--- src/rtl/gnn_pkg.sv ---
// gnn_pkg: shared widths, loader FSM state type and slot-index helpers
// for the 4-node GNN input loader (x/w bus slot mapping).
package gnn_pkg;

  localparam int DW       = 5;
  localparam int N_NODES  = 4;
  localparam int N_FEAT   = 4;
  localparam int N_XWORDS = N_NODES * N_FEAT;
  localparam int N_WWORDS = 24;
  localparam int N_WORDS  = N_XWORDS + N_WWORDS;

  typedef enum logic [1:0] {
    ST_LOAD,
    ST_FIRE,
    ST_WAIT
  } loader_state_t;

  // x{feat}_node{node} -> x_out slot
  function automatic int x_slot(int node, int feat);
    return N_FEAT * node + feat;
  endfunction

  // w{i}{j} -> w_out slot
  function automatic int w_slot(int i, int j);
    if (j < 8)
      return 4 * (j - 4) + i;
    else if (j == 8)
      return 16 + (i - 4);
    else
      return 20 + (i - 4);
  endfunction

endpackage

--- src/rtl/gnn_input_loader.sv ---
// gnn_input_loader: framed valid/ready word stream -> registered x_out
// (16 slots) / w_out (24 slots), one-cycle in_ready, busy until gnn_done,
// err on bad frame length or done timeout. Ports: clk, rst (sync, high),
// s_valid/s_ready/s_data/s_last, x_out, w_out, in_ready, gnn_done, busy,
// err. Option GNN_LOADER_WEIGHT_REUSE_EN: after the first good 40-word
// frame, frames carry only the 16 features and w_out is retained.
module gnn_input_loader
  import gnn_pkg::*;
#(
  parameter int TIMEOUT = 64
) (
  input  logic                   clk,
  input  logic                   rst,
  input  logic                   s_valid,
  output logic                   s_ready,
  input  logic [DW-1:0]          s_data,
  input  logic                   s_last,
  output logic [N_XWORDS*DW-1:0] x_out,
  output logic [N_WWORDS*DW-1:0] w_out,
  output logic                   in_ready,
  input  logic                   gnn_done,
  output logic                   busy,
  output logic                   err
);

  localparam int TW = $clog2(TIMEOUT + 1);

  loader_state_t state_q, state_d;
  logic [5:0]    cnt_q, cnt_d;
  logic [TW-1:0] tmr_q, tmr_d;
  logic [DW-1:0] x_q [N_XWORDS];
  logic [DW-1:0] x_d [N_XWORDS];
  logic [DW-1:0] w_q [N_WWORDS];
  logic [DW-1:0] w_d [N_WWORDS];
  logic          s_ready_q, s_ready_d;
  logic          in_ready_q, in_ready_d;
  logic          busy_q, busy_d;
  logic          err_q, err_d;
  logic [5:0]    last_idx;
  logic [4:0]    w_idx;
  logic          xfer;

`ifdef GNN_LOADER_WEIGHT_REUSE_EN
  logic wgt_loaded_q, wgt_loaded_d;
  assign last_idx = wgt_loaded_q ? 6'(N_XWORDS - 1) : 6'(N_WORDS - 1);
`else
  assign last_idx = 6'(N_WORDS - 1);
`endif

  // s_ready_q is only high in LOAD, so it alone qualifies a transfer
  assign xfer  = s_valid && s_ready_q;
  assign w_idx = 5'(cnt_q - 6'(N_XWORDS));

  // next-state and datapath
  always_comb begin
    state_d = state_q;
    cnt_d   = cnt_q;
    tmr_d   = tmr_q;
    x_d     = x_q;
    w_d     = w_q;
    err_d   = 1'b0;
`ifdef GNN_LOADER_WEIGHT_REUSE_EN
    wgt_loaded_d = wgt_loaded_q;
`endif
    unique case (state_q)
      ST_LOAD: begin
        if (xfer) begin
          if (cnt_q < 6'(N_XWORDS))
            x_d[cnt_q[3:0]] = s_data;
          else
            w_d[w_idx] = s_data;
          if (cnt_q == last_idx && s_last) begin
            state_d = ST_FIRE;
            cnt_d   = '0;
`ifdef GNN_LOADER_WEIGHT_REUSE_EN
            wgt_loaded_d = 1'b1;
`endif
          end else if (cnt_q == last_idx || s_last) begin
            err_d = 1'b1;
            cnt_d = '0;
          end else begin
            cnt_d = cnt_q + 6'd1;
          end
        end
      end
      ST_FIRE: begin
        state_d = ST_WAIT;
        tmr_d   = '0;
      end
      ST_WAIT: begin
        // first WAIT cycle (tmr 0) may see stale done flags
        if (tmr_q != '0 && gnn_done) begin
          state_d = ST_LOAD;
        end else if (tmr_q == TW'(TIMEOUT - 1)) begin
          state_d = ST_LOAD;
          err_d   = 1'b1;
        end else begin
          tmr_d = tmr_q + 1'b1;
        end
      end
      default: state_d = ST_LOAD;
    endcase
  end

  // registered outputs decoded from next state
  always_comb begin
    s_ready_d  = (state_d == ST_LOAD);
    in_ready_d = (state_d == ST_FIRE);
    busy_d     = (state_d != ST_LOAD);
  end

  always_ff @(posedge clk) begin
    if (rst) begin
      state_q    <= ST_LOAD;
      cnt_q      <= '0;
      tmr_q      <= '0;
      s_ready_q  <= 1'b0;
      in_ready_q <= 1'b0;
      busy_q     <= 1'b0;
      err_q      <= 1'b0;
      for (int i = 0; i < N_XWORDS; i++) x_q[i] <= '0;
      for (int i = 0; i < N_WWORDS; i++) w_q[i] <= '0;
`ifdef GNN_LOADER_WEIGHT_REUSE_EN
      wgt_loaded_q <= 1'b0;
`endif
    end else begin
      state_q    <= state_d;
      cnt_q      <= cnt_d;
      tmr_q      <= tmr_d;
      s_ready_q  <= s_ready_d;
      in_ready_q <= in_ready_d;
      busy_q     <= busy_d;
      err_q      <= err_d;
      x_q        <= x_d;
      w_q        <= w_d;
`ifdef GNN_LOADER_WEIGHT_REUSE_EN
      wgt_loaded_q <= wgt_loaded_d;
`endif
    end
  end

  always_comb begin
    for (int i = 0; i < N_XWORDS; i++) x_out[i*DW +: DW] = x_q[i];
    for (int i = 0; i < N_WWORDS; i++) w_out[i*DW +: DW] = w_q[i];
  end

  assign s_ready  = s_ready_q;
  assign in_ready = in_ready_q;
  assign busy     = busy_q;
  assign err      = err_q;

endmodule
--- config.mk ---
export PLATFORM = sky130hd
export DESIGN_NAME = gnn_input_loader
export DESIGN_NICKNAME = d
export VERILOG_FILES = /design/src/rtl/gnn_pkg.sv /design/src/rtl/gnn_input_loader.sv
export SDC_FILE = /design/constraint.sdc
export NUM_CORES = 1
export LEC_CHECK = 0
export ABC_AREA = 1
export ABC_CLOCK_PERIOD_IN_PS = 2200
export CAP_MARGIN = 0
export CORE_MARGIN = 4
export CORE_UTILIZATION = 51
export CTS_BUF_LIST = sky130_fd_sc_hd__clkbuf_8
export DETAILED_ROUTE_END_ITERATION = 12
export MAX_ROUTING_LAYER = met4
export PLACE_DENSITY = 0.83
export SYNTH_ARGS = -nofsm -noshare
export SYNTH_HDL_FRONTEND = slang
export SYNTH_SLANG_ARGS = --single-unit
export TNS_END_PERCENT = 100
--- constraint.sdc ---
create_clock -name clk -period 2.2 [get_ports clk]
set_input_delay 0.22 -clock clk [delete_from_list [all_inputs] [get_ports clk]]
set_output_delay 0.22 -clock clk [all_outputs]
set_load 0.05 [all_outputs]
==> After elaboration in Yosys (flattened, before gate mapping) <==
Index checks and enable logic that the tools add are counted.
{ "totals": {"reg_bits": 219, "wordCells": 102, "input_bits": 10} }
{ "op_classes": {"n_eq_ne": 7, "add_sub_neg": 3, "order_cmp": 5, "mux": 22, "n_bitwise": 3, "n_reduce_logical": 15} }
{ "ops": {"columns": ["operator", "n"], "rows": [
  ["$bwmux 120", 1],
  ["$bwmux 80", 1],
  ["$demux 5 s5", 1],
  ["$demux 5 s4", 1],
  ["$mux 7", 2],
  ["$pmux 7 s2", 1],
  ["$mux 6", 2],
  ["$mux 5", 2],
  ["$reduce_and 3->1", 3],
  ["$mux 2", 4],
  ["$add 7x1->7 const B", 1],
  ["$eq 7x6->1 const B", 1],
  ["$reduce_bool 7->1", 1],
  ["$add 6x1->6 const B", 1],
  ["$eq 6x6->1 const B", 1],
  ["$ge 6x6->1 const B", 1],
  ["$lt 6x1->1 const B", 1],
  ["$lt 6x5->1 const B", 1],
  ["$not 5->6", 1],
  ["$pmux 2 s3", 1],
  ["$ge 5x5->1 const B", 1],
  ["$logic_and 1x1->1", 5],
  ["$lt 5x1->1 const B", 1],
  ["$mux 1", 5],
  ["other kinds (11)", 15]
]} }

==> Logic depth before layout (Yosys ltp) <==
{ "depth": {"word_depth": 7, "depth_mapped": 12, "depth_no_buf": 11} }

==> Worst setup path after synthesis <==
Ideal clock, no wire load.
{ "synth_path": {"kind": "flip-flop to flip-flop", "start": "register s_ready_q, in the netlist s_ready", "end": "register w_q (netlist bit w_out[60])", "slack_ns": 0.439, "t_required_ns": 2.083, "setup_ns": 0.117, "stages_incl_launch_ff": 9, "synth_period_minus_slack_ns": 1.761, "path_buffers": 1, "arrival_time_ns": 1.644, "path_cell_list": "dfxtp_1 nand2_1 inv_1 nand2_2 nor2_4 buf_4 nand2_1 o21ai_0 nor2_1"} }
{ "synth_between": {"elab_chain_len": 2} }
{ "synth_rtl": {"columns": ["element", "line", "source"], "rows": [
  ["from (decl)", "gnn_input_loader.sv:35", "logic s_ready_q, s_ready_d;"],
  ["from (signal assigned)", "gnn_input_loader.sv:130", "s_ready_q <= s_ready_d;"],
  ["$logic_and 1x1->1", "gnn_input_loader.sv:51", "assign xfer = s_valid && s_ready_q;"],
  ["$reduce_and 3->1 (no source line)", null, null],
  ["to (signal assigned)", "gnn_input_loader.sv:135", "w_q <= w_d;"],
  ["to (decl)", "gnn_input_loader.sv:33", "logic [DW-1:0] w_q [N_WWORDS];"]
]} }
Every way passes these cells.
A chain may end at the register's enable or synchronous reset.

==> Worst setup path in the final report <==
{ "layout_path": {"start": "register cnt_q[1]", "end": "register cnt_q[2]"} }
{ "layout_between": {"elab_chain_len": 4, "elab_cells_between_ends": 6} }
{ "layout_rtl": {"columns": ["element", "line", "source"], "rows": [
  ["from (decl)", "gnn_input_loader.sv:29", "logic [5:0] cnt_q, cnt_d;"],
  ["from (signal assigned)", "gnn_input_loader.sv:128", "cnt_q <= cnt_d;"],
  ["parallel branches: the longest is 3 deep, another holds $add 6x1->6", null, null],
  ["$mux 6 *", "gnn_input_loader.sv:72", "if (cnt_q == last_idx && s_last) begin"]
]} }
Mark *: on every way between the ends.

==> metrics.txt <==
run status=finished clean; cell family with most CP delay=compound AO/OA/AOI/OAI gates; Avg Synthesized Cell Area=7.57 µm²; Synth Register Bits=219; hpwl dp=16,300 µm; Max Slew Vio Count=0; WL per Instance=15.4 µm; top post-synthesis cells by area=dfxtp_1 52%, nor2_1 11%, o21ai_0 8.3%; largest net degree at the start of global routing=118; post-synthesis sequential area ratio=0.524; clock sinks=219; area leader, netlist=dfxtp_1; hold buffers post-CTS=0; Mapped Nets=roughly 1,100; WS Path Type=flip-flop to flip-flop; Slew HR=0.521; Setup TNS Final=0 ns; Die Y=136 µm; critical path peak fanout=6; number of global-route vias before repair=around 7,700; Fin. Hold Viols=0; 1st-iter DRT viols=523; # IOs=214; Main synth FF type=dfxtp_1; worst slew pin tran=0.718 ns; layout cells sized above 1=0.100; Worst EP required=2.61 ns; clock root buffer=clkbuf_8; Ant. Diodes=0; RSZ-0062 raised after global routing=no; number of fill cells=1,301; nets@finish=1,345; GP Congestion=about 0.85; CORE AREA=16,000 µm²; clock-pin slew on the worst setup and hold paths=0.06 ns; DR vias/cell=5.21; die area=18,500 µm²; total CTS buffers=37; drc violations=0; Resize count post-CTS=0; Power Density=688 nW/µm²; Slowest-stage cell, CP=o21ai_1; Die X=136 µm; final setup fails=0; top layer in use=met4; total grt overflow=0; Synth async-reset ratio=0; register area=4380 µm²; PortBufs=213; Total Power=between 7 and 8 mW; max-cap violations=0; Routed WL=24,100 µm; post-CTS setup buffers=0; Non-Filler Instances=1,565; metal1 wirelength=10,200 µm; GR Util All Layers=0.262; crit path cell chain=ha_1, inv_1, nor2_1, nand2_1, inv_1, ha_1, nor2_1, o21ai_1, a21oi_1, o21a_1; Clk Latency, worst-skew pair=0.52 ns; DRT Pass-1 Iters=5; crit start category=flip-flop; f_max=between 500 and 600 MHz; total number of vias=between 8,000 and 9,000; yosys warns=0; DP Cell Count=1,504; multi-input logic area=3520 µm²; Starting Density=0.523; number of distinct library cells after synthesis=31; worst min path class=input pin to flip-flop; Max Root-Sink Buffers=3; Yosys top cell area share=0.524; post-route ant nets=0; routed wl met2=11,400 µm; top post-synthesis cells by count=244 x nor2_1, 219 x dfxtp_1, 178 x nand2_1; initial antenna violation count=0; most frequent cell after synthesis=nor2_1; H-tree Lvls=2; Worst Skew=0.0144 ns; Critical Path AT=between 2 and 2.5 ns; CP Capture Type=flip-flop; LEAKAGE=4.22 nW; CP peak stage delay=about 0.4 ns; crit path buf inv count=2; worst vdd ir=around 0.49 mV; Cell Area, Synth=8370 µm²; first-pass GRT wire length=38,300 µm; # rows=46; CTS tree=built; Post-Syn Instances=1,105; Met3 Wirelength=1960 µm; area grow syn2layout=37.4%; Post-synth EDFFs=0; crit path time final=2.00 ns; Tcrit/Tclk final=0.907
-- area by class of cell --
class / instances / area share
Timing Repair Buffer: 237 / 0.204
Sequential cell: 219 / 0.381
Inverter: 63 / 0.0206
Multi-Input combinational cell: 769 / 0.306
Clock buffer: 50 / 0.0599
Clock inverter: 11 / 0.00435
Tap cell: 216 / 0.0235
-- final timing paths --
path	startpoint	to	slack [ns]	cells past startpoint
max	cnt_q[1]$_SDFFE_PP0P_	cnt_q[2]$_SDFFE_PP0P_	0.20	10
min reg2reg	w_out[77]$_SDFFE_PP0P_	w_out[77]$_SDFFE_PP0P_	0.45	2
min	s_data[0]	x_out[5]$_SDFFE_PP0P_	0.06	3
max reg2reg	cnt_q[1]$_SDFFE_PP0P_	cnt_q[2]$_SDFFE_PP0P_	0.20	10
-- flip-flops by register name (all words and copies together) (netlist names) --
register	flops
busy	1
cnt_q	6
err	1
in_ready	1
s_ready	1
state_q	2
tmr_q	7
w_out	120
x_out	80
-- layer usage --
metal  track usage  vias up
met3        0.0648       40
met5             -        -
met1         0.331     3792
met2         0.412      293
met4        0.0935        0
li1              -     4024
-- where the power goes --
| group | switching (mW) | internal, mW |
|---|---|---|
| sequential | 0.00822 | 3.98 |
| combinational | 0.258 | 0.0940 |
| clock | 1.56 | 2.01 |
| total | 1.83 | 6.08 |
-- worst min-delay path, cell delays in order --
cell and delay (ns):
buf_2 0.17, nand2_1 0.08, a21oi_1 0.05
-- logic make-up after synthesis --
| logic type | share of synthesized area |
|---|---|
| compound gates | 0.170 |
| xor+xnor | 0.00105 |
| fa+ha+maj | 0.0120 |
| buf+inv | 0.0552 |
| flops | 0.524 |
| simple gates | 0.238 |
-- per-stage QoR --
stage / instance area (µm²) / setup slack, ns / hold WS, ns / util
finish: 11500 / 0.204 / 0.0567 / 0.718
global route: 11500 / 0.00363 / 0.0612 / 0.718
CTS: 11500 / 0.237 / 0.0367 / 0.718
detailed placement: 10800 / 0.243 / 0.443 / 0.672
global placement: 10800 / 0.276 / 0.432 / 0.672
floorplan: 8370 / 0.439 / 0.459 / -
-- placed cells by master, fill, tap and decap left out, types with 2 or more instances in the layout --
cell / count
clkbuf_8: 50
buf_4: 19
ha_1: 8
buf_2: 6
nand3_2: 2
nand2_2: 8
o21ai_0: 139
inv_2: 24
a21oi_1: 136
dfxtp_1: 219
nor2_1: 244
clkdlybuf4s50_1: 207
nand4_1: 3
o21ai_1: 3
inv_1: 47
buf_12: 5
nor2_2: 6
nor2_4: 5
nand3_1: 20
nor3_4: 3
nand2_1: 178
nor3_2: 3
nor3_1: 3
Note: power is estimated with default switching activity, not from simulation.
